`src/rtl/int_calc_seq.sv`:
```
// Multi-cycle unsigned integer calculator: add/sub in one step, shared shift-add multiplier, restoring divider.
// Define INT_CALC_POW_EN to build the iterative square-and-multiply power operation (opcode 101).
module int_calc_seq #(
   parameter int WIDTH = 64
) (
   input  logic             clk,
   input  logic             rst,
   input  logic             start,
   input  logic [2:0]       operation,
   input  logic [WIDTH-1:0] opa,
   input  logic [WIDTH-1:0] opb,
   output logic             busy,
   output logic             done,
   output logic [WIDTH-1:0] out,
   output logic             err
);

   localparam int CW = $clog2(WIDTH);

   localparam logic [2:0] OP_ADD = 3'b000;
   localparam logic [2:0] OP_SUB = 3'b001;
   localparam logic [2:0] OP_MUL = 3'b010;
   localparam logic [2:0] OP_DIV = 3'b011;
   localparam logic [2:0] OP_REM = 3'b100;
   localparam logic [2:0] OP_POW = 3'b101;

   typedef enum logic [2:0] {
      IDLE    = 3'd0,
      ALU     = 3'd1,
      MUL     = 3'd2,
      DIV     = 3'd3,
`ifdef INT_CALC_POW_EN
      POW_MUL = 3'd4,
      POW_SQR = 3'd5,
`endif
      DONE    = 3'd6
   } state_t;

   state_t           state_r, state_n;
   logic [2:0]       op_r, op_n;
   logic [WIDTH-1:0] a_r, a_n, b_r, b_n;
   logic             first_r, first_n;
   logic [CW-1:0]    cnt_r, cnt_n;
   logic [WIDTH-1:0] ph_r, ph_n, pl_r, pl_n;
   logic [WIDTH-1:0] rem_r, rem_n, quo_r, quo_n;
   logic [WIDTH-1:0] res_r, res_n;
   logic             res_err_r, res_err_n;
   logic             busy_r, busy_n, done_r, done_n, err_r, err_n;
   logic [WIDTH-1:0] out_r, out_n;
`ifdef INT_CALC_POW_EN
   logic [WIDTH-1:0] acc_r, acc_n, base_r, base_n, exp_r, exp_n;
`endif

   logic [WIDTH-1:0] mul_x_s, mul_y_s, mul_add_s, mul_prod_s;
   logic [WIDTH:0]   mul_sum_s, rem_sh_s, div_diff_s;
   logic [WIDTH-1:0] div_rem_s, div_quo_s;
   logic             last_s;

   // Multiplier operand routing: the power states share the MUL engine.
   always_comb begin
      mul_x_s = a_r;
      mul_y_s = b_r;
`ifdef INT_CALC_POW_EN
      if (state_r == POW_MUL) begin
         mul_x_s = acc_r;
         mul_y_s = base_r;
      end else if (state_r == POW_SQR) begin
         mul_x_s = base_r;
         mul_y_s = base_r;
      end else begin
         mul_x_s = a_r;
         mul_y_s = b_r;
      end
`endif
   end

   // Product {ph,pl} shifts right each step; the carry of the upper add lands in ph's MSB.
   assign mul_add_s  = mul_y_s[cnt_r] ? mul_x_s : '0;
   assign mul_sum_s  = {1'b0, ph_r} + {1'b0, mul_add_s};
   assign mul_prod_s = {mul_sum_s[0], pl_r[WIDTH-1:1]};
   assign rem_sh_s   = {rem_r, quo_r[WIDTH-1]};
   assign div_diff_s = rem_sh_s - {1'b0, b_r};
   assign div_rem_s  = div_diff_s[WIDTH] ? rem_sh_s[WIDTH-1:0] : div_diff_s[WIDTH-1:0];
   assign div_quo_s  = {quo_r[WIDTH-2:0], ~div_diff_s[WIDTH]};
   assign last_s     = (cnt_r == CW'(WIDTH - 1));

   // Next-state and datapath update; the first cycle of each iterative op stages its working registers.
   always_comb begin
      state_n   = state_r;
      op_n      = op_r;
      a_n       = a_r;
      b_n       = b_r;
      first_n   = first_r;
      cnt_n     = cnt_r;
      ph_n      = ph_r;
      pl_n      = pl_r;
      rem_n     = rem_r;
      quo_n     = quo_r;
      res_n     = res_r;
      res_err_n = res_err_r;
      busy_n    = busy_r;
      done_n    = 1'b0;
      out_n     = out_r;
      err_n     = err_r;
`ifdef INT_CALC_POW_EN
      acc_n     = acc_r;
      base_n    = base_r;
      exp_n     = exp_r;
`endif
      case (state_r)
         IDLE: begin
            if (start) begin
               op_n    = operation;
               a_n     = opa;
               b_n     = opb;
               first_n = 1'b1;
               busy_n  = 1'b1;
               case (operation)
                  OP_MUL:         state_n = MUL;
                  OP_DIV, OP_REM: state_n = (opb == '0) ? ALU : DIV;
`ifdef INT_CALC_POW_EN
                  OP_POW:         state_n = (opb == '0) ? ALU : POW_MUL;
`endif
                  default:        state_n = ALU;
               endcase
            end else begin
               state_n = IDLE;
            end
         end
         ALU: begin
            case (op_r)
               OP_ADD:  begin res_n = a_r + b_r;        res_err_n = 1'b0; end
               OP_SUB:  begin res_n = a_r - b_r;        res_err_n = 1'b0; end
               OP_DIV:  begin res_n = {WIDTH{1'b1}};    res_err_n = 1'b1; end
               OP_REM:  begin res_n = a_r;              res_err_n = 1'b1; end
`ifdef INT_CALC_POW_EN
               OP_POW:  begin res_n = WIDTH'(1);        res_err_n = 1'b0; end
`endif
               default: begin res_n = '0;               res_err_n = 1'b1; end
            endcase
            state_n = DONE;
         end
         MUL: begin
            if (first_r) begin
               first_n = 1'b0;
               ph_n    = '0;
               pl_n    = '0;
               cnt_n   = '0;
            end else if (last_s) begin
               res_n     = mul_prod_s;
               res_err_n = 1'b0;
               state_n   = DONE;
            end else begin
               ph_n  = mul_sum_s[WIDTH:1];
               pl_n  = mul_prod_s;
               cnt_n = cnt_r + 1'b1;
            end
         end
         DIV: begin
            if (first_r) begin
               first_n = 1'b0;
               rem_n   = '0;
               quo_n   = a_r;
               cnt_n   = '0;
            end else if (last_s) begin
               res_n     = (op_r == OP_DIV) ? div_quo_s : div_rem_s;
               res_err_n = 1'b0;
               state_n   = DONE;
            end else begin
               rem_n = div_rem_s;
               quo_n = div_quo_s;
               cnt_n = cnt_r + 1'b1;
            end
         end
`ifdef INT_CALC_POW_EN
         POW_MUL: begin
            if (first_r) begin
               first_n = 1'b0;
               acc_n   = WIDTH'(1);
               base_n  = a_r;
               exp_n   = b_r;
               ph_n    = '0;
               pl_n    = '0;
               cnt_n   = '0;
               state_n = b_r[0] ? POW_MUL : POW_SQR;
            end else if (last_s) begin
               acc_n   = mul_prod_s;
               ph_n    = '0;
               pl_n    = '0;
               cnt_n   = '0;
               state_n = POW_SQR;
            end else begin
               ph_n  = mul_sum_s[WIDTH:1];
               pl_n  = mul_prod_s;
               cnt_n = cnt_r + 1'b1;
            end
         end
         POW_SQR: begin
            if (last_s) begin
               base_n = mul_prod_s;
               exp_n  = exp_r >> 1;
               ph_n   = '0;
               pl_n   = '0;
               cnt_n  = '0;
               if ((exp_r >> 1) == '0) begin
                  res_n     = acc_r;
                  res_err_n = 1'b0;
                  state_n   = DONE;
               end else begin
                  state_n = exp_r[1] ? POW_MUL : POW_SQR;
               end
            end else begin
               ph_n  = mul_sum_s[WIDTH:1];
               pl_n  = mul_prod_s;
               cnt_n = cnt_r + 1'b1;
            end
         end
`endif
         DONE: begin
            out_n   = res_r;
            err_n   = res_err_r;
            done_n  = 1'b1;
            busy_n  = 1'b0;
            state_n = IDLE;
         end
         default: begin
            busy_n  = 1'b0;
            state_n = IDLE;
         end
      endcase
   end

   // State and datapath registers with synchronous reset.
   always_ff @(posedge clk) begin
      if (rst) begin
         state_r   <= IDLE;
         op_r      <= 3'b000;
         a_r       <= '0;
         b_r       <= '0;
         first_r   <= 1'b0;
         cnt_r     <= '0;
         ph_r      <= '0;
         pl_r      <= '0;
         rem_r     <= '0;
         quo_r     <= '0;
         res_r     <= '0;
         res_err_r <= 1'b0;
         busy_r    <= 1'b0;
         done_r    <= 1'b0;
         out_r     <= '0;
         err_r     <= 1'b0;
`ifdef INT_CALC_POW_EN
         acc_r     <= '0;
         base_r    <= '0;
         exp_r     <= '0;
`endif
      end else begin
         state_r   <= state_n;
         op_r      <= op_n;
         a_r       <= a_n;
         b_r       <= b_n;
         first_r   <= first_n;
         cnt_r     <= cnt_n;
         ph_r      <= ph_n;
         pl_r      <= pl_n;
         rem_r     <= rem_n;
         quo_r     <= quo_n;
         res_r     <= res_n;
         res_err_r <= res_err_n;
         busy_r    <= busy_n;
         done_r    <= done_n;
         out_r     <= out_n;
         err_r     <= err_n;
`ifdef INT_CALC_POW_EN
         acc_r     <= acc_n;
         base_r    <= base_n;
         exp_r     <= exp_n;
`endif
      end
   end

   assign busy = busy_r;
   assign done = done_r;
   assign out  = out_r;
   assign err  = err_r;

endmodule

```
`config.mk`:
```
export PLATFORM = sky130hd
export DESIGN_NAME = int_calc_seq
export DESIGN_NICKNAME = d
export VERILOG_FILES = /design/src/rtl/int_calc_seq.sv
export SDC_FILE = /design/constraint.sdc
export NUM_CORES = 2
export LEC_CHECK = 0
export ABC_AREA = 1
export BUFFER_PORTS_ARGS = -buffer_cell sky130_fd_sc_hd__buf_2
export CAP_MARGIN = 0
export CORE_MARGIN = 8
export CORE_UTILIZATION = 58
export DETAILED_ROUTE_END_ITERATION = 8
export PLACE_DENSITY_LB_ADDON = 0.25
export SETUP_SLACK_MARGIN = 0.1
export SYNTH_ARGS = -nofsm -noshare
export SYNTH_HDL_FRONTEND = slang
export SYNTH_SLANG_ARGS = --single-unit
export TNS_END_PERCENT = 50
```
`constraint.sdc`:
```
create_clock -name clk -period 5.3 [get_ports clk]
set_input_delay 1.06 -clock clk [delete_from_list [all_inputs] [get_ports clk]]
set_output_delay 1.06 -clock clk [all_outputs]
set_load 0.02 [all_outputs]
```
==> flow_summary.ini <==
[outcome]
outcome = complete, but fails checks
violations = DRC

[clock_network]
clkTransAtPathRegs_ps = 60
cts_tree = yes
h-tree-depth = 2
cts_root_buffer = clkbuf_16
cts_num_sinks = 528
cts_hold_buf = 0
cts_max_path_buffers = 3
clock_latency_ps = 660
cts_made_buffers = 60

[drt]
drtIter0Drc = 7819
routed_via_density = 6.042
drc = 1
totalWireLength_um = 182300
vias = 48800
drt_pass1_iterations = 9
ant_nets = 0
wl_per_cell_um = 22.57

[sta]
relSlewSlack_pct = 7.650
setup_viol = 0
max_clock_freq_mhz = 200.1
finalMaxSlewViolations = 0
worst_pin_slew_ps = 1371
fin_skew_ps = 52.24
period_needed_ps = 4997
rsz0062_at_grt = false
final-hold-violation-count = 0
setup_ws_ps = 302.6
timing.setup.tns_ps = 0
fin_crit_sh_pct = 94.29

[power]
clkPwrFrac_pct = 31.0
intPower_mw = 8.348
switching_share_pct = 42.87
p_leak_nw = 21.38
powerDensity_nw_per_um2 = 324.0
combPwrFrac_pct = 37.2
switchingPower_mw = 6.266
power_frac_seq_pct = 31.8
peakVddDrop_mv = 0.4450

[setup_path]
rrSetupSlack_ps = 300
worstSetupPathType = flip-flop to flip-flop
critPathBufInv = 4
crit_chain = clkinvlp_4, buf_4, a21oi_1, o21ai_0, a32oi_1, o221ai_1, o211ai_1, nand2_1, inv_2, buf_4, nor2_1, ha_1, a21oi_1, nand2_1, a21oi_1, o21bai_1, nand2_1, nand2_1, a21o_1, nand2_1, nand3b_1, nand3_1, a21oi_1
critPathMaxStageDelay_ps = 370
r2r-end = ph_r[56]
crit_family = compound AO/OA/AOI/OAI gates
critical_path_arrival_ps = 5490
endpoint_kind = flip-flop
r2r_start = cnt_r[1]
startpoint_type = flip-flop
crit_top_cell = nand2_1
r2r_cells = 23
slowest_stage = dfxtp_1
cp_data_required_time_ps = 5790
worstPathMaxFanout = 19

[grt]
grt_pass1_wl_um = 266200
grt_max_degree = 125
grt-ovfl-total = 0
grt_pass1_vias = 43160
grtUsageTotal_pct = 43.53
antenna_found_initial = 7

[floorplanning]
dieHeight_um = 282.7
initial_core_util_pct = 58.12
ios = 201
rows = 98
core_area_um2 = 71000
dieWidth_um = 282.7
dieArea_um2 = 79930

[synthesis]
ys_seq_area_share_pct = 25.62
yosysUniqueCellTypes = 54
synth_area_um2 = 41260
synthCells = 7027
ys.flop_type = dfxtp_1
postSynthAreaPerCell_um2 = 5.872
synth-xor-area-share_pct = 2.271
synth_edf_count = 0
synthArstFlopShare_pct = 0
synth_top_family_by_area = simple AND/OR/NAND/NOR gates
synthMuxAreaShare_pct = 0
synth_simple_gate_area_share_pct = 32.44
ys_ff_latch = 528
ys_warn_count = 0
synthAdderAreaFrac_pct = 5.998
syn_nets = 7357
synth-compound-area-share_pct = 21.44

[place]
gp_congestion = 1.076
dp_slack_ps = 456.8
dpl.hpwl_um = 143400
io_buffers = 200

[flow_run]
cap_violations = 0

[hold_path]
hold_start = out[8]
holdPathEnd = out[8]
holdPathStages = 2
hold_path.class = flip-flop to flip-flop

[finish]
area_delta_synth_final_pct = 9.312
drive_gt1_share_pct = 7.162
final_nets = 7400
finalCoreUtilization_pct = 63.53
==> Yosys cell counts, types with 20 or more instances <==
cell | count | share of area, %
o21ai_1 | 21 | 0.25
ha_1 | 193 | 5.9
xnor2_1 | 23 | 0.49
buf_2 | 25 | 0.30
inv_2 | 20 | 0.18
buf_1 | 26 | 0.24
nand3_1 | 284 | 3.4
clkbuf_1 | 212 | 1.9
nor3_1 | 54 | 0.65
nand2_4 | 24 | 0.65
nand4_1 | 49 | 0.74
inv_1 | 1015 | 9.2
nand2_1 | 2060 | 19
nor2_1 | 657 | 6.0
a21oi_1 | 798 | 9.7
dfxtp_1 | 528 | 26
nand3b_1 | 51 | 0.93
xor2_1 | 84 | 1.8
o211ai_2 | 30 | 0.91
nor4_1 | 37 | 0.56
o21bai_1 | 27 | 0.49
o21ai_0 | 569 | 6.9
a31oi_1 | 70 | 1.1
o211ai_1 | 25 | 0.45
==> power groups by stage <==
stage               combinational (mW)  sequential, mW  clock (mW)
finish                            5.43            4.65        4.53
global route                      5.81            4.66        4.66
detailed placement                5.15            4.70           0
global placement                  5.09            4.70           0
floorplan                         3.43            4.56           0
CTS                               5.19            4.62        4.50
==> what timing repair did <==
action                                  4_1_cts  5_1_grt
endpoints found under the hold margin         0        0
endpoints found under the setup margin        0       29
setup buffers                                 0        3
gates resized for setup                       0       16
==> cell type report <==
type	instances	area, µm²
antenna	5	12.51
tap	950	1189
fill	6706	25890
multi-input combinational	5186	25760
inverter	1040	3919
sequential	528	10570
clock buffer	65	1550
clock inverter	48	575.6
timing repair buffer	254	1525
==> worst max path at each step <==
stage | from | slack, ps | end | cells past startpoint
6_report | cnt_r[1] | 300 | ph_r[56] | 23
5_1_grt | b_r[1] | 110 | res_r[59] | 27
4_1_cts | b_r[1] | 390 | res_r[54] | 28
3_5_place_dp | b_r[1] | 460 | res_r[54] | 28
3_3_place_gp | b_r[0] | 480 | res_r[58] | 28
2_1_floorplan | cnt_r[1] | 1640 | ph_r[61] | 24
==> routing by layer <==
layer	wire length, µm	part of all wire, %	vias to the layer above	global-route usage, %
met2	71580	39	3475	61.57
met1	72670	40	22010	59.15
met4	14250	7.8	4	27.58
met5	24	0.013	-	0
met3	23730	13	630	10.08
li1	-	-	22680	-
==> worst min-delay path, cell delays in order (launching register included) <==
cell	delay (ps)
dfxtp_1	300
inv_1	50
a21oi_1	50
==> placed cells by master, fill, tap and decap left out, types with 12 or more instances in the layout <==
cell	n
nand3b_1	51
xor2_1	83
nand3_1	282
o21ai_0	566
nor2_1	652
buf_4	45
a21o_1	17
buf_2	199
o21ai_1	22
nand4_1	49
o21bai_1	27
a21oi_1	796
o211ai_1	25
nor3_1	51
or2_2	13
nand2_1	2056
xnor2_1	23
o21a_1	14
o21ai_2	12
a31oi_1	70
ha_1	193
inv_1	1012
o211ai_2	30
clkinv_2	13
dfxtp_1	527
nand2_4	25
clkbuf_16	60
a221oi_1	15
nor4_1	37
inv_2	21
==> per-stage QoR <==
step                power (mW)  instance area, µm²  hold slack (ps)  cells
floorplan                7.981               41260            442.2   7027
global placement         9.794               42880            426.7   7955
detailed placement       9.850               42880            432.0   7955
CTS                      14.31               45010            442.6   8068
global route             15.12               45100            458.2   8073
finish                   14.61               45100            440.8   8076
==> sequential cells by signal, indices dropped and copies added, names as in the netlist <==
name,flops
out,64
a_r,64
res_err_r,1
done,1
quo_r,64
busy,1
res_r,64
ph_r,64
err,1
first_r,1
rem_r,64
state_r,3
b_r,64
cnt_r,6
op_r,3
pl_r,63
==> cells by family (layout without fill, tap and decap cells) <==
logic type / Yosys count / in the layout
AND/OR/NAND/NOR: 3257 / 3257
AO/OA/AOI/OAI: 1626 / 1626
buffers and inverters: 1313 / 1407
flip-flops: 528 / 528
adder cells (fa/ha/maj): 196 / 196
XOR/XNOR: 107 / 107
other: 0 / 5
Note: power is estimated with default switching activity, not from simulation.
